$ cat src/rtl/iir_pkg.sv
// rtl/iir_pkg.sv - shared types and helper functions for the IIR stream engine
package iir_pkg;

    // Engine sequencing states
    typedef enum logic [2:0] {
        IDLE,
        FETCH,
        MAC,
        WRITE,
        DONE
    } state_t;

    // Widest accumulator the rounding helper accepts
    localparam int MAX_ACC_W = 64;

    // Accumulator width: full product width plus enough guard bits for
    // 2*order+1 signed terms, so the sum can never wrap.
    function automatic int acc_width(input int dw, input int cw, input int order);
        return dw + cw + $clog2(2 * order + 1) + 1;
    endfunction

    // Width of the MAC step index (counts 0 .. 2*order)
    function automatic int step_width(input int order);
        return $clog2(2 * order + 1);
    endfunction

    // Rounded/saturated result; value is two's complement, only the low
    // dw bits are meaningful after saturation.
    typedef struct packed {
        logic [MAX_ACC_W-1:0] value;
        logic                 clipped;
    } sat_t;

    // Round half-up by adding 2^(frac-1), arithmetic shift right by frac,
    // then clamp to the signed dw-bit range.
    function automatic sat_t round_sat(input logic signed [MAX_ACC_W-1:0] acc,
                                       input int frac, input int dw);
        logic signed [MAX_ACC_W-1:0] r;
        logic signed [MAX_ACC_W-1:0] hi;
        logic signed [MAX_ACC_W-1:0] lo;
        sat_t o;
        if (frac > 0) begin
            r = (acc + (64'sd1 <<< (frac - 1))) >>> frac;
        end else begin
            r = acc;
        end
        hi = (64'sd1 <<< (dw - 1)) - 64'sd1;
        lo = -(64'sd1 <<< (dw - 1));
        o.value   = r;
        o.clipped = 1'b0;
        if (r > hi) begin
            o.value   = hi;
            o.clipped = 1'b1;
        end else if (r < lo) begin
            o.value   = lo;
            o.clipped = 1'b1;
        end
        return o;
    endfunction

endpackage

$ cat src/rtl/iir_hist_bank.sv
// rtl/iir_hist_bank.sv - per-channel x/y delay-line storage for the IIR engine
//
// Ports:
//   clk, rst        clock, synchronous active-high reset (clears all history)
//   ch              channel selected for both read and shift
//   shift           shift strobe: x1<=x_in, y1<=y_in, older taps move down
//   x_in, y_in      newest input / output sample of channel ch
//   x_rd, y_rd      x1..xORDER / y1..yORDER of channel ch, tap 1 in the LSBs
module iir_hist_bank #(
    parameter int DW    = 16,
    parameter int ORDER = 2,
    parameter int NCH   = 1,
    parameter int CHW   = 1
) (
    input  logic                clk,
    input  logic                rst,
    input  logic [CHW-1:0]      ch,
    input  logic                shift,
    input  logic [DW-1:0]       x_in,
    input  logic [DW-1:0]       y_in,
    output logic [ORDER*DW-1:0] x_rd,
    output logic [ORDER*DW-1:0] y_rd
);

    // Index [channel][tap-1]
    logic [DW-1:0] xs [NCH][ORDER];
    logic [DW-1:0] ys [NCH][ORDER];

    always_ff @(posedge clk) begin
        if (rst) begin
            for (int c = 0; c < NCH; c++) begin
                for (int k = 0; k < ORDER; k++) begin
                    xs[c][k] <= '0;
                    ys[c][k] <= '0;
                end
            end
        end else if (shift) begin
            xs[ch][0] <= x_in;
            ys[ch][0] <= y_in;
            for (int k = 1; k < ORDER; k++) begin
                xs[ch][k] <= xs[ch][k-1];
                ys[ch][k] <= ys[ch][k-1];
            end
        end
    end

    always_comb begin
        x_rd = '0;
        y_rd = '0;
        for (int k = 0; k < ORDER; k++) begin
            x_rd[k*DW +: DW] = xs[ch][k];
            y_rd[k*DW +: DW] = ys[ch][k];
        end
    end

endmodule

$ cat src/rtl/iir_stream_engine.sv
// rtl/iir_stream_engine.sv - direct-form-I IIR engine streaming ROM samples to RAM
//
// Ports:
//   clk, rst        clock, synchronous active-high reset
//   b_coef          b0..bORDER (b0 in LSBs), static while running
//   a_coef          a1..aORDER (a1 in LSBs), static while running
//   DIn, data_done  sample at RAddr and its last-sample qualifier
//   load, RAddr     read request and address (= sample index n)
//   WEN, WAddr, Yn  write strobe, address (= n) and filtered sample
//   Finish          all samples written, held until reset
//   sat_flag        sticky: some output was clipped
module iir_stream_engine
    import iir_pkg::*;
#(
    parameter int DW    = 16,
    parameter int CW    = 16,
    parameter int FRAC  = 14,
    parameter int ORDER = 2,
    parameter int NCH   = 1,
    parameter int AW    = 20
) (
    input  logic                    clk,
    input  logic                    rst,
    input  logic [(ORDER+1)*CW-1:0] b_coef,
    input  logic [ORDER*CW-1:0]     a_coef,
    input  logic [DW-1:0]           DIn,
    input  logic                    data_done,
    output logic                    load,
    output logic [AW-1:0]           RAddr,
    output logic                    WEN,
    output logic [DW-1:0]           Yn,
    output logic [AW-1:0]           WAddr,
    output logic                    Finish,
    output logic                    sat_flag
);

    localparam int ACCW = acc_width(DW, CW, ORDER);
    localparam int SW   = step_width(ORDER);
    localparam int PW   = DW + CW;
    localparam int CHW  = (NCH > 1) ? $clog2(NCH) : 1;
    localparam logic [SW-1:0]  LAST_STEP = SW'(2 * ORDER);
    localparam logic [CHW-1:0] LAST_CH   = CHW'(NCH - 1);

    state_t                  state;
    logic [SW-1:0]           step;
    logic [CHW-1:0]          ch;      // n mod NCH, tracked incrementally
    logic [AW-1:0]           n;
    logic [DW-1:0]           x0;
    logic                    last;
    logic signed [ACCW-1:0]  acc;

    logic [ORDER*DW-1:0]     x_hist;
    logic [ORDER*DW-1:0]     y_hist;

    logic [CW-1:0]           coef_sel;
    logic [DW-1:0]           data_sel;
    logic                    sub;
    logic signed [PW-1:0]    prod;
    logic signed [ACCW-1:0]  prod_ext;
    logic signed [ACCW-1:0]  acc_next;
    logic signed [63:0]      acc64;
    sat_t                    res;

    iir_hist_bank #(
        .DW    (DW),
        .ORDER (ORDER),
        .NCH   (NCH),
        .CHW   (CHW)
    ) u_hist (
        .clk   (clk),
        .rst   (rst),
        .ch    (ch),
        .shift (state == WRITE),
        .x_in  (x0),
        .y_in  (Yn),
        .x_rd  (x_hist),
        .y_rd  (y_hist)
    );

    // Tap selection: step 0 -> b0*x0, 1..ORDER -> bk*xk,
    // ORDER+1..2*ORDER -> ak*yk (subtracted).
    always_comb begin
        coef_sel = b_coef[CW-1:0];
        data_sel = x0;
        sub      = 1'b0;
        for (int k = 1; k <= ORDER; k++) begin
            if (step == SW'(k)) begin
                coef_sel = b_coef[k*CW +: CW];
                data_sel = x_hist[(k-1)*DW +: DW];
            end
            if (step == SW'(ORDER + k)) begin
                coef_sel = a_coef[(k-1)*CW +: CW];
                data_sel = y_hist[(k-1)*DW +: DW];
                sub      = 1'b1;
            end
        end
    end

    // Single shared multiplier; operands sign-extended to the full product
    // width so the low PW bits form the exact signed product.
    always_comb begin
        prod     = {{DW{coef_sel[CW-1]}}, coef_sel} * {{CW{data_sel[DW-1]}}, data_sel};
        prod_ext = {{(ACCW-PW){prod[PW-1]}}, prod};
        if (step == '0) begin
            acc_next = prod_ext;
        end else if (sub) begin
            acc_next = acc - prod_ext;
        end else begin
            acc_next = acc + prod_ext;
        end
        acc64 = {{(MAX_ACC_W-ACCW){acc_next[ACCW-1]}}, acc_next};
        res   = round_sat(acc64, FRAC, DW);
    end

    always_ff @(posedge clk) begin
        if (rst) begin
            state    <= IDLE;
            step     <= '0;
            ch       <= '0;
            n        <= '0;
            x0       <= '0;
            last     <= 1'b0;
            acc      <= '0;
            load     <= 1'b0;
            RAddr    <= '0;
            WEN      <= 1'b0;
            Yn       <= '0;
            WAddr    <= '0;
            Finish   <= 1'b0;
            sat_flag <= 1'b0;
        end else begin
            case (state)
                IDLE: begin
                    state <= FETCH;
                    load  <= 1'b1;
                    RAddr <= n;
                end
                FETCH: begin
                    x0    <= DIn;
                    // The top address is forced to be the last: no wrap.
                    last  <= data_done | (n == '1);
                    load  <= 1'b0;
                    step  <= '0;
                    state <= MAC;
                end
                MAC: begin
                    acc <= acc_next;
                    if (step == LAST_STEP) begin
                        // Result is formed from the final sum so Yn is
                        // already registered while WEN is high.
                        state <= WRITE;
                        WEN   <= 1'b1;
                        Yn    <= res.value[DW-1:0];
                        WAddr <= n;
                        if (res.clipped) begin
                            sat_flag <= 1'b1;
                        end
                    end else begin
                        step <= step + 1'b1;
                    end
                end
                WRITE: begin
                    WEN <= 1'b0;
                    if (last) begin
                        state  <= DONE;
                        Finish <= 1'b1;
                    end else begin
                        n     <= n + 1'b1;
                        ch    <= (ch == LAST_CH) ? '0 : ch + 1'b1;
                        RAddr <= n + 1'b1;
                        load  <= 1'b1;
                        state <= FETCH;
                    end
                end
                DONE: begin
                    Finish <= 1'b1;
                    load   <= 1'b0;
                    WEN    <= 1'b0;
                end
                default: begin
                    state <= IDLE;
                end
            endcase
        end
    end

endmodule

$ cat config.mk
export PLATFORM = sky130hd
export DESIGN_NAME = iir_stream_engine
export DESIGN_NICKNAME = d
export VERILOG_FILES = /design/src/rtl/iir_pkg.sv /design/src/rtl/iir_hist_bank.sv /design/src/rtl/iir_stream_engine.sv
export SDC_FILE = /design/constraint.sdc
export NUM_CORES = 1
export LEC_CHECK = 0
export ABC_CLOCK_PERIOD_IN_PS = 15800
export BUFFER_PORTS_ARGS = -buffer_cell sky130_fd_sc_hd__buf_4
export CORE_ASPECT_RATIO = 0.7
export CORE_MARGIN = 2
export CORE_UTILIZATION = 64
export CTS_BUF_LIST = sky130_fd_sc_hd__clkbuf_8
export CTS_CLUSTER_DIAMETER = 60
export DETAILED_ROUTE_END_ITERATION = 6
export GPL_TIMING_DRIVEN = 0
export PLACE_DENSITY = 0.92
export REMOVE_ABC_BUFFERS = 1
export SLEW_MARGIN = 20
export SYNTH_ARGS = -nofsm -noshare
export SYNTH_HDL_FRONTEND = slang
export SYNTH_SLANG_ARGS = --single-unit
$ cat constraint.sdc
create_clock -name clk -period 15.8 [get_ports clk]
set_input_delay 0.79 -clock clk [delete_from_list [all_inputs] [get_ports clk]]
set_output_delay 0.79 -clock clk [all_outputs]
set_load 0.01 [all_outputs]
==> impl_metrics.json <==
{
  "status": "complete, no violations",
  "io_pins": 159,
  "effective_utilization_at_floorplan": 0.652,
  "ys_ff_latch": 203,
  "cp.arrival_ns": 14.57,
  "mostFrequentLayoutCell": "sky130_fd_sc_hd__nand2_1",
  "chipWidth_um": 233,
  "synth_top_cell_area_share": 0.224,
  "gr-usage-all-layers": 0.370,
  "setup_ws_post_layout_ns": 1.71,
  "grt_antenna_before_repair": 0,
  "synthesis.instances": 2855,
  "detailedRoute.firstIterationViolations": 2528,
  "critPathMaxFanout": 21,
  "synthesis.yosys.warnings": 0,
  "timing.fmax_mhz": 71.0,
  "period_share": 0.892,
  "finClkSkew_ns": 0.0781,
  "row_count": 58,
  "hold-path-cell-count": 3,
  "maximum_number_of_pins_on_one_net_before_global_route_repair": 100,
  "numPortBuffers": 158,
  "clkLatencyLatePin_ns": 0.64,
  "synth_area_um2": 23500,
  "crit_type": "reg -> reg",
  "layout-drive-gt1-share": 0.106,
  "finalWorstPathRequiredPeriod_ns": 14.09,
  "max-clock-path-buffers": 3,
  "worst_hold_endpoint": "x0[0]",
  "tritoncts": "built",
  "wl_per_cell_um": 20.1,
  "area_growth_pct": 9.77,
  "worst_path_largest_cell_delay_ns": 0.96,
  "ys_seq_area_frac": 0.200,
  "gp_congestion": 0.947,
  "fp.dieH_um": 164,
  "routed_wirelength_um": 68700,
  "post_drt_via_cell_ratio": 6.27,
  "grt_remaining_overflow": 0,
  "kind_of_cell_with_the_highest_combined_delay_on_the_critical_path": "adder cells",
  "synth.area.top_cells": "sky130_fd_sc_hd__fa_1 (22%), sky130_fd_sc_hd__dfxtp_1 (12%), sky130_fd_sc_hd__edfxtp_1 (8.2%)",
  "cp_common_cell": "sky130_fd_sc_hd__inv_1",
  "post-dp-hpwl_um": 52400,
  "cts_max_level": 1,
  "dpl_worst_slack_ns": 2.28,
  "layout.nets": 3410,
  "layout.cells.most_common_list": "sky130_fd_sc_hd__nand2_1 (390), sky130_fd_sc_hd__inv_1 (366), sky130_fd_sc_hd__nor2_1 (320)",
  "post_cts_hold_buffer_count": 0,
  "syn-mean-instance-area_um2": 8.22,
  "number_of_library_cell_types_mapped_by_synthesis": 93,
  "cts_resized": 0,
  "detailed_place.area_um2": 25200,
  "slew_violations": 0,
  "hp-class": "in -> reg",
  "cts_root_buffer": "sky130_fd_sc_hd__clkbuf_8",
  "maxCapViolations": 0,
  "required_ns": 16.28,
  "multi_input_area_um2": 17000,
  "antenna_left": 0,
  "cts.clk_slew.worst_paths_ns": 0.07,
  "seqCellArea_um2": 4700,
  "endpoint_kind": "flop",
  "rr_startpoint": "step[0]",
  "pin_slew_with_the_least_headroom_to_its_limit_ns": 1.22,
  "hold_violations": 0,
  "first_pass_grt_wire_length_um": 111000,
  "total_inserted_antenna_cells": 0,
  "worstPathBufferInverterCount": 8,
  "worst_setup_path_start_kind": "flop",
  "fraction_of_registers_with_async_set_reset": 0,
  "core_area_um2": 36000,
  "hold_start": "DIn[0]",
  "num_vias": 21500,
  "postLayoutCoreUtil": 0.716,
  "rr_endpoint": "Yn[6]",
  "drcViolationCount": 0,
  "final.fill_count": 2585,
  "post_cts_repair_setup_buffers": 0,
  "critPathSlowestCell": "sky130_fd_sc_hd__mux2i_1",
  "r2r_cells": 47,
  "design.die.area_um2": 38300,
  "timing.slew.headroom": 0.167,
  "cts-buffers-inserted": 30,
  "synth_enable_flop_cells": 64,
  "first_global_vias": 21500,
  "synthDominantAreaCellType": "sky130_fd_sc_hd__fa_1",
  "finalSetupViolCount": 0,
  "numClockSinks": 203,
  "fin_area_um2": 25800,
  "postSynth.topFlopCell": "sky130_fd_sc_hd__dfxtp_1",
  "r2r_setup_slack_ns": 1.71,
  "firstDrtPassIters": 6,
  "grt_setup_unrepaired": "no"
}
## how the worst max path moves through the flow
stage          startpoint       end  slack, ns  cells after the start
2_1_floorplan     step[0]  sat_flag       2.59                     41
3_3_place_gp      step[0]  sat_flag      -0.66                     41
3_5_place_dp      step[0]  sat_flag       2.28                     43
4_1_cts           step[0]     Yn[6]       2.17                     43
5_1_grt           step[0]     Yn[7]       1.26                     47
6_report          step[0]     Yn[6]       1.71                     47
## cells in the mapped netlist, drive strengths merged (8+ instances only)
library cell / instances
o31ai: 8
and2: 82
nor3: 40
nand3: 44
edfxtp: 64
fa: 263
o211ai: 39
nand2: 394
a311oi: 20
a31oi: 11
o21a: 10
and3: 9
inv: 354
xor2: 53
nor3b: 8
nor2b: 17
nand2b: 24
a21oi: 188
or3: 26
nor4: 14
o21ai: 105
buf: 28
dfxtp: 139
clkbuf: 111
a21o: 28
nand4: 15
mux2i: 67
xnor2: 61
ha: 125
or2: 23
nor2: 325
a211oi: 66
## state kept, by name, indices dropped and copies added (netlist names), 3 cells and up
| name | count |
|---|---|
| acc | 36 |
| u_hist.xs | 32 |
| u_hist.ys | 32 |
| RAddr | 20 |
| WAddr | 20 |
| n | 20 |
| Yn | 16 |
| x0 | 16 |
| state | 3 |
| step | 3 |
## logic make-up (layout without fill, tap and decap cells)
kind of cell / Yosys count / after routing / synth area share
compound gates: 538 / 538 / 0.152
mux: 69 / 69 / 0.0297
xor+xnor: 114 / 114 / 0.0425
flops: 203 / 203 / 0.200
simple gates: 1050 / 1050 / 0.204
fa+ha+maj: 388 / 388 / 0.291
buf+inv: 493 / 583 / 0.0804
## final cells by class
cell class              instances  area share
well taps                     480      0.0233
clock inverters                18     0.00311
repair buffers                175      0.0593
flip-flops and latches        203       0.183
clock buffers                  36      0.0192
multi-input cells            2159       0.661
inverters                     354      0.0516
## per-layer routing
layer,wire length [um],share of wire,vias to the layer above,track usage
li1,-,-,9565,-
met1,26800,0.39,10300,0.494
met2,30800,0.45,1385,0.590
met3,8730,0.13,211,0.0948
met4,2390,0.035,0,0.122
met5,0,0,-,0
## stage by stage
step | TNS, ns | std cells | hold WS (ns)
after CTS | 0 | 3425 | 0.444
after global placement | -10.15 | 3354 | 0.444
after global routing | 0 | 3425 | 0.461
after floorplan | 0 | 2716 | 0.430
after detailed placement | 0 | 3371 | 0.450
final | 0 | 3425 | 0.446
## worst reg2reg max path, delay by kind of cell (launching register included)
| family | cells | cell delay (ns) |
|---|---|---|
| mux | 2 | 1.20 |
| flops | 1 | 0.40 |
| buf+inv | 8 | 0.70 |
| compound gates | 13 | 3.35 |
| xor+xnor | 3 | 1.16 |
| simple gates | 11 | 3.12 |
| fa+ha+maj | 10 | 4.01 |
Power is not shown: default switching activity piles up to over one toggle a cycle in this logic, so the estimate is an artifact.
